--- config.mk ---
export PLATFORM = sky130hd
export DESIGN_NAME = fetch_sequencer
export DESIGN_NICKNAME = d
export VERILOG_FILES = /design/src/rtl/fetch_seq_pkg.sv /design/src/rtl/fetch_seq_sat_counter.sv /design/src/rtl/fetch_sequencer.sv
export SDC_FILE = /design/constraint.sdc
export NUM_CORES = 1
export LEC_CHECK = 0
export CELL_PAD_IN_SITES_DETAIL_PLACEMENT = 1
export CELL_PAD_IN_SITES_GLOBAL_PLACEMENT = 1
export CORE_ASPECT_RATIO = 0.6
export CORE_UTILIZATION = 38
export DETAILED_ROUTE_END_ITERATION = 10
export PLACE_DENSITY = 0.86
export SYNTH_ARGS = -nofsm -noshare
export SYNTH_HDL_FRONTEND = slang
export SYNTH_SLANG_ARGS = --single-unit
--- constraint.sdc ---
create_clock -name clock_i -period 2.82 [get_ports clock_i]
set_input_delay 0.564 -clock clock_i [delete_from_list [all_inputs] [get_ports clock_i]]
set_output_delay 0.564 -clock clock_i [all_outputs]
set_load 0.1 [all_outputs]
--- src/rtl/fetch_seq_pkg.sv ---
// Shared types and defaults for the fetch sequencer: state encoding, offset type,
// parameter defaults and the branch offset legality helper.
package fetch_seq_pkg;

  typedef logic [15:0] addr_t;

  typedef enum logic [1:0] {
    ST_RUN      = 2'd0,
    ST_STALL    = 2'd1,
    ST_FLUSH    = 2'd2,
    ST_REDIRECT = 2'd3
  } seq_state_e;

  localparam int unsigned FLUSH_CYCLES_DEF = 6;
  localparam int unsigned MIN_OFFSET_DEF   = 7;

  // Fetch subtracts its own latency from the offset; shorter offsets would underflow.
  function automatic logic offset_legal(input addr_t off, input addr_t min_off);
    return (off >= min_off);
  endfunction

endpackage

--- src/rtl/fetch_seq_sat_counter.sv ---
// 16-bit saturating event counter with increment enable; used for the optional
// statistics outputs of fetch_sequencer.
module fetch_seq_sat_counter
  import fetch_seq_pkg::*;
(
  input  logic  clock_i,
  input  logic  reset_i,
  input  logic  inc_i,
  output addr_t count_o
);

  addr_t count_q, count_d;

  always_comb begin
    count_d = count_q;
    if (inc_i && (count_q != 16'hFFFF)) begin
      count_d = count_q + 16'd1;
    end else begin
      count_d = count_q;
    end
  end

  always_ff @(posedge clock_i or posedge reset_i) begin
    if (reset_i) begin
      count_q <= 16'd0;
    end else begin
      count_q <= count_d;
    end
  end

  assign count_o = count_q;

endmodule

--- src/rtl/fetch_sequencer.sv ---
// Fetch-stage sequencer: timed wrong-path flush, single redirect pulse and stall hold.
// Optional statistics counters are enabled with `define FETCH_SEQ_STATS_EN.
module fetch_sequencer
  import fetch_seq_pkg::*;
#(
  parameter int unsigned FLUSH_CYCLES = FLUSH_CYCLES_DEF,
  parameter int unsigned MIN_OFFSET   = MIN_OFFSET_DEF
) (
  input  logic        clock_i,
  input  logic        reset_i,
  input  logic        branchValid_i,
  input  logic [15:0] branchOffset_i,
  input  logic        branchDirection_i,
  input  logic        stall_i,
  output logic        shouldBranch_o,
  output logic [15:0] branchOffset_o,
  output logic        branchDirection_o,
  output logic        flushBack_o,
  output logic        fetchHold_o,
  output logic        badOffset_o
`ifdef FETCH_SEQ_STATS_EN
  ,
  output logic [15:0] redirectCount_o,
  output logic [15:0] stallCount_o
`endif
);

  if (FLUSH_CYCLES == 0) begin : g_bad_flush_cycles
    $error("fetch_sequencer: FLUSH_CYCLES must be nonzero");
  end

  seq_state_e state_q, state_d;
  addr_t      cnt_q, cnt_d;
  addr_t      off_q, off_d;
  logic       dir_q, dir_d;
  logic       reject_s;

  logic       should_q, should_d;
  addr_t      boff_q, boff_d;
  logic       bdir_q, bdir_d;
  logic       flush_q, flush_d;
  logic       hold_q, hold_d;
  logic       bad_q, bad_d;

  always_ff @(posedge clock_i or posedge reset_i) begin
    if (reset_i) begin
      state_q <= ST_RUN;
      cnt_q   <= 16'd0;
      off_q   <= 16'd0;
      dir_q   <= 1'b0;
    end else begin
      state_q <= state_d;
      cnt_q   <= cnt_d;
      off_q   <= off_d;
      dir_q   <= dir_d;
    end
  end

  always_comb begin
    state_d  = state_q;
    cnt_d    = cnt_q;
    off_d    = off_q;
    dir_d    = dir_q;
    reject_s = 1'b0;
    case (state_q)
      ST_RUN, ST_STALL: begin
        if (branchValid_i) begin
          if (offset_legal(branchOffset_i, addr_t'(MIN_OFFSET))) begin
            off_d   = branchOffset_i;
            dir_d   = branchDirection_i;
            cnt_d   = addr_t'(FLUSH_CYCLES);
            state_d = ST_FLUSH;
          end else begin
            // Rejected branch leaves both the mode and the latch untouched.
            reject_s = 1'b1;
          end
        end else if (stall_i) begin
          state_d = ST_STALL;
        end else begin
          state_d = ST_RUN;
        end
      end
      ST_FLUSH: begin
        // Branch and stall inputs are wrong-path here and are ignored.
        if (cnt_q <= 16'd1) begin
          cnt_d   = 16'd0;
          state_d = ST_REDIRECT;
        end else begin
          cnt_d = cnt_q - 16'd1;
        end
      end
      ST_REDIRECT: begin
        if (stall_i) begin
          state_d = ST_STALL;
        end else begin
          state_d = ST_RUN;
        end
      end
      default: begin
        state_d = ST_RUN;
        cnt_d   = 16'd0;
      end
    endcase
  end

  // Outputs are registered from the next state so they line up with state_q.
  always_comb begin
    should_d = (state_d == ST_REDIRECT);
    flush_d  = (state_d == ST_FLUSH);
    hold_d   = (state_d == ST_FLUSH) || (state_d == ST_STALL);
    bad_d    = reject_s;
    if (state_d == ST_REDIRECT) begin
      boff_d = off_q;
      bdir_d = dir_q;
    end else begin
      boff_d = boff_q;
      bdir_d = bdir_q;
    end
  end

  always_ff @(posedge clock_i or posedge reset_i) begin
    if (reset_i) begin
      should_q <= 1'b0;
      boff_q   <= 16'd0;
      bdir_q   <= 1'b0;
      flush_q  <= 1'b0;
      hold_q   <= 1'b0;
      bad_q    <= 1'b0;
    end else begin
      should_q <= should_d;
      boff_q   <= boff_d;
      bdir_q   <= bdir_d;
      flush_q  <= flush_d;
      hold_q   <= hold_d;
      bad_q    <= bad_d;
    end
  end

  assign shouldBranch_o    = should_q;
  assign branchOffset_o    = boff_q;
  assign branchDirection_o = bdir_q;
  assign flushBack_o       = flush_q;
  assign fetchHold_o       = hold_q;
  assign badOffset_o       = bad_q;

`ifdef FETCH_SEQ_STATS_EN
  // Hold outside FLUSH only happens in STALL, so STALL residency is the stall count.
  fetch_seq_sat_counter u_redirect_cnt (
    .clock_i (clock_i),
    .reset_i (reset_i),
    .inc_i   (state_q == ST_REDIRECT),
    .count_o (redirectCount_o)
  );

  fetch_seq_sat_counter u_stall_cnt (
    .clock_i (clock_i),
    .reset_i (reset_i),
    .inc_i   (state_q == ST_STALL),
    .count_o (stallCount_o)
  );
`endif

endmodule

==> impl_summary.txt, run 1 <==
----------------------------------------------------
[Outcome]
  Outcome ... finished clean

[Timing]
  RSZ-0062 raised after global routing ... no
  Count of final setup violators ... 0
  Final worst hold slack ... 0.504 ns
  Highest attainable clock frequency ... 378 MHz
  Rel. slew slack ... 50.9%
  Minimum period implied by the final worst setup slack ... between 2 and 3 ns
  Number of pins with negative max-slew slack in the final report ... 0
  Clock tree skew after final layout ... 0.00590 ns
  Transition at the pin with the smallest max-transition slack ... roughly 0.73 ns
  Tcrit/Tclk final ... approximately 94%
  Final hold vios ... 0

[Yosys]
  Async set or reset register ratio after synthesis ... 100%
  Post-synth cell types ... 43
  Ys flop type ... sky130_fd_sc_hd__dfrtp_1
  Post-synthesis register bit count ... 56
  Yosys Warn Count ... 0
  Synth Area per Inst ... ~12 um^2
  Fraction of the yosys area taken by sequential cells ... between 50% and 60%
  Syn nets ... 237
  Number of enable flip-flop cells after synthesis ... 0
  Syn Inst Count ... approximately 210
  Post-Synthesis Cell Area ... 0.00258 mm^2

[Floorplanning]
  X dimension of the die ... approximately 110 um
  Initial core utilization ... 40.7%
  I/O Pins ... 42
  Area of the core ... 0.00633 mm^2
  Area of the die ... 0.00712 mm^2
  Number of standard-cell rows in the floorplan ... 22
  Chip height ... around 66 um

[Clock tree]
  Clock slew at reported path FFs ... 0.06 ns
  Maximum level of the CTS H-tree ... 2
  Clk Tree Root Cell ... sky130_fd_sc_hd__clkbuf_16
  Number of buffers created by CTS ... 5
  Hold_buf cts ... 0
  Number of buffers inserted by post-CTS setup repair ... 0
  Clock latency on the worst-skew pair ... about 0.30 ns
  Clock buffer depth ... 2
  TritonCTS clock tree ... done
  PostCTS Resize Cnt ... 0
  Total number of clock tree sinks ... 56

[Setup path]
  Crit path max-delay family ... buffers and inverters
  Slowest cell on the critical path ... sky130_fd_sc_hd__clkdlybuf4s50_1
  Critical Path Sink Type ... flop
  Required @ worst endpoint ... ~3.0 ns
  Stages on the worst setup path ... 9
  Cells along the critical path ... clkdlybuf4s50_1 -> nor4_1 -> buf_4 -> nand2_1 -> nor3_1 -> o32a_1 -> ha_1 -> buf_12 -> mux2_2
  CP Launch Type ... input pin
  Total buffers and inverters traversed by the critical path ... 3
  Critical register-to-register path endpoint ... branchOffset_o[5]
  Critical path destination ... branchOffset_o[5]
  Peak per-stage delay on the critical path ... about 0.42 ns
  R2R depth ... 7
  RR Startpoint ... cnt_q[5]
  CP Class ... input pin to flop
  Critical Path Source ... branchOffset_i[14]
  Reg2Reg Setup Slack ... about 0.22 ns
  WP data arrival ... 2.83 ns
  Highest net fanout along the worst path ... 17

[GRT]
  Routing usage on met3 ... 4.63%
  Number of global-route vias before repair ... 2,235
  Number of antenna violations at the first check in global routing ... 0
  Wire length of the first global-routing pass ... roughly 12,000 um
  Met2 usage in global routing ... approximately a third
  GRT Max-Usage Layer ... met2
  Global routing met1 resource utilization ... between 30% and 40%
  Global routing usage summed across all routing layers ... 22.5%
  Pin count of the biggest net entering global routing ... 25
  Overall overflow remaining after global route ... 0

[Place]
  Dpl hpwl ... about 5400 um
  Number of I/O port buffers ... between 40 and 50
  Gpl congestion ... around 0.86

[Layout]
  Syn-to-layout area delta ... 29.1%
  Post-layout net count ... around 300
  ANT cells ... 0
  Commonest non-fill, non-tap cells in the layout ... 56 x sky130_fd_sc_hd__dfrtp_1, 39 x sky130_fd_sc_hd__buf_4, 34 x sky130_fd_sc_hd__mux2_2
  Sequential cell area ... between 0.001 and 0.0015 mm^2
  Area of combinational cells with multiple inputs ... 0.00111 mm^2
  Commonest non-fill, non-tap cell in the layout ... sky130_fd_sc_hd__dfrtp_1
  Layout cell share with drive strength beyond 1 ... 32.5%
  Filler cell count in the final layout ... 679

[Routing]
  Number of nets with antenna violations after routing ... 0
  Starting DRC count in detailed routing ... between 100 and 150
  Number of iterations in the first detailed-routing pass ... 4
  DRC violations left ... 0
  Total detailed-routing wirelength ... about 7000 um
  Routed len/inst ... roughly 20 um
  Vias per cell ... between 5 and 6
  Total vias in the final route ... approximately 2,000

[Hold path]
  Hold path cells ... 1
  Hold crit path type ... flop to flop

[Run]
  Max_cap viols ... 0

----------------------------------------------------
-- stage by stage --
stage	cells	setup slack, ns	area [um^2]	util [%]	TNS (ns)
finish	358	0.175	3330	52.5	0
global route	358	0.0244	3330	52.5	0
CTS	358	0.156	3330	52.5	0
detailed placement	350	-0.164	3180	50.2	-2.58
global placement	350	-0.0872	3180	50.2	-1.45
floorplan	211	0.00435	2580	-	0
-- synth_stat cells, drive strengths merged, types with 2 or more instances --
master	instances	area (um^2)
a221oi	2	17.5
or3	2	12.5
a22oi	2	15.0
dfrtp	56	1400
a31oi	3	18.8
a21oi	2	10.0
or4	2	15.0
nand2b	5	31.3
and3	2	12.5
o32a	2	21.3
nor3	9	45.0
o211ai	2	15.0
o311ai	2	17.5
mux2	34	383
nor2	10	37.5
nand4	3	25.0
o22ai	3	18.8
nor4	8	56.3
o21ai	6	45.1
nand3	6	35.0
o221ai	5	43.8
clkbuf	4	15.0
ha	5	62.6
o2bb2ai	6	52.6
nor2b	3	18.8
nand2	9	33.8
buf	2	20.0
inv	8	30.0
-- registers in the layout, summed over array words and instances (netlist names) --
name and flops:
dir_q 1, branchOffset_o 16, branchDirection_o 1, off_q 16, cnt_q 16, flushBack_o 1
badOffset_o 1, fetchHold_o 1, shouldBranch_o 1, state_q 2
-- cells by family (layout without fill, tap and decap cells) --
group,after synthesis,in the layout,share of synthesized area (%)
compound gates,40,40,12.2
simple gates,61,61,13.2
buf+inv,14,77,2.53
flops,56,56,54.4
mux,35,35,15.3
fa+ha+maj,5,5,2.43
-- worst min path at each step --
| stage | slack, ns | to | startpoint |
|---|---|---|---|
| 2_1_floorplan | 0.47 | cnt_q[10] | cnt_q[10] |
| 3_3_place_gp | 0.48 | branchOffset_o[4] | off_q[4] |
| 3_5_place_dp | 0.49 | off_q[9] | off_q[9] |
| 4_1_cts | 0.50 | off_q[9] | off_q[9] |
| 5_1_grt | 0.53 | branchOffset_o[7] | off_q[7] |
| 6_report | 0.50 | off_q[5] | off_q[5] |
-- final cells by class --
class                      count  area share [%]
inverter                       8           0.903
timing repair buffer          61            16.0
sequential                    56            42.1
multi-input combinational    141            33.4
tap                           84            3.16
clock buffer                   8            4.40
-- metal layers --
layer	up-vias	routed length [um]
li1	921	-
met1	1005	3420
met2	75	3130
met3	7	463
met4	0	86
met5	-	0
Power of run 1 is left out: the tool's default activity adds up to more than one toggle a clock period on the data nets, which glitch-free logic cannot reach.
==> run 2: changes to the inputs <==
--- a/config.mk
+++ b/config.mk
@@ -9,6 +9,7 @@
 export CELL_PAD_IN_SITES_GLOBAL_PLACEMENT = 1
 export CORE_ASPECT_RATIO = 0.6
 export CORE_UTILIZATION = 38
+export CTS_CLUSTER_DIAMETER = 40
 export DETAILED_ROUTE_END_ITERATION = 10
 export PLACE_DENSITY = 0.86
 export SYNTH_ARGS = -nofsm -noshare
==> results of run 2 <==
The final DEF is identical to that of run 1; final timing and power are the same.
Power of run 2 is left out for the same reason.
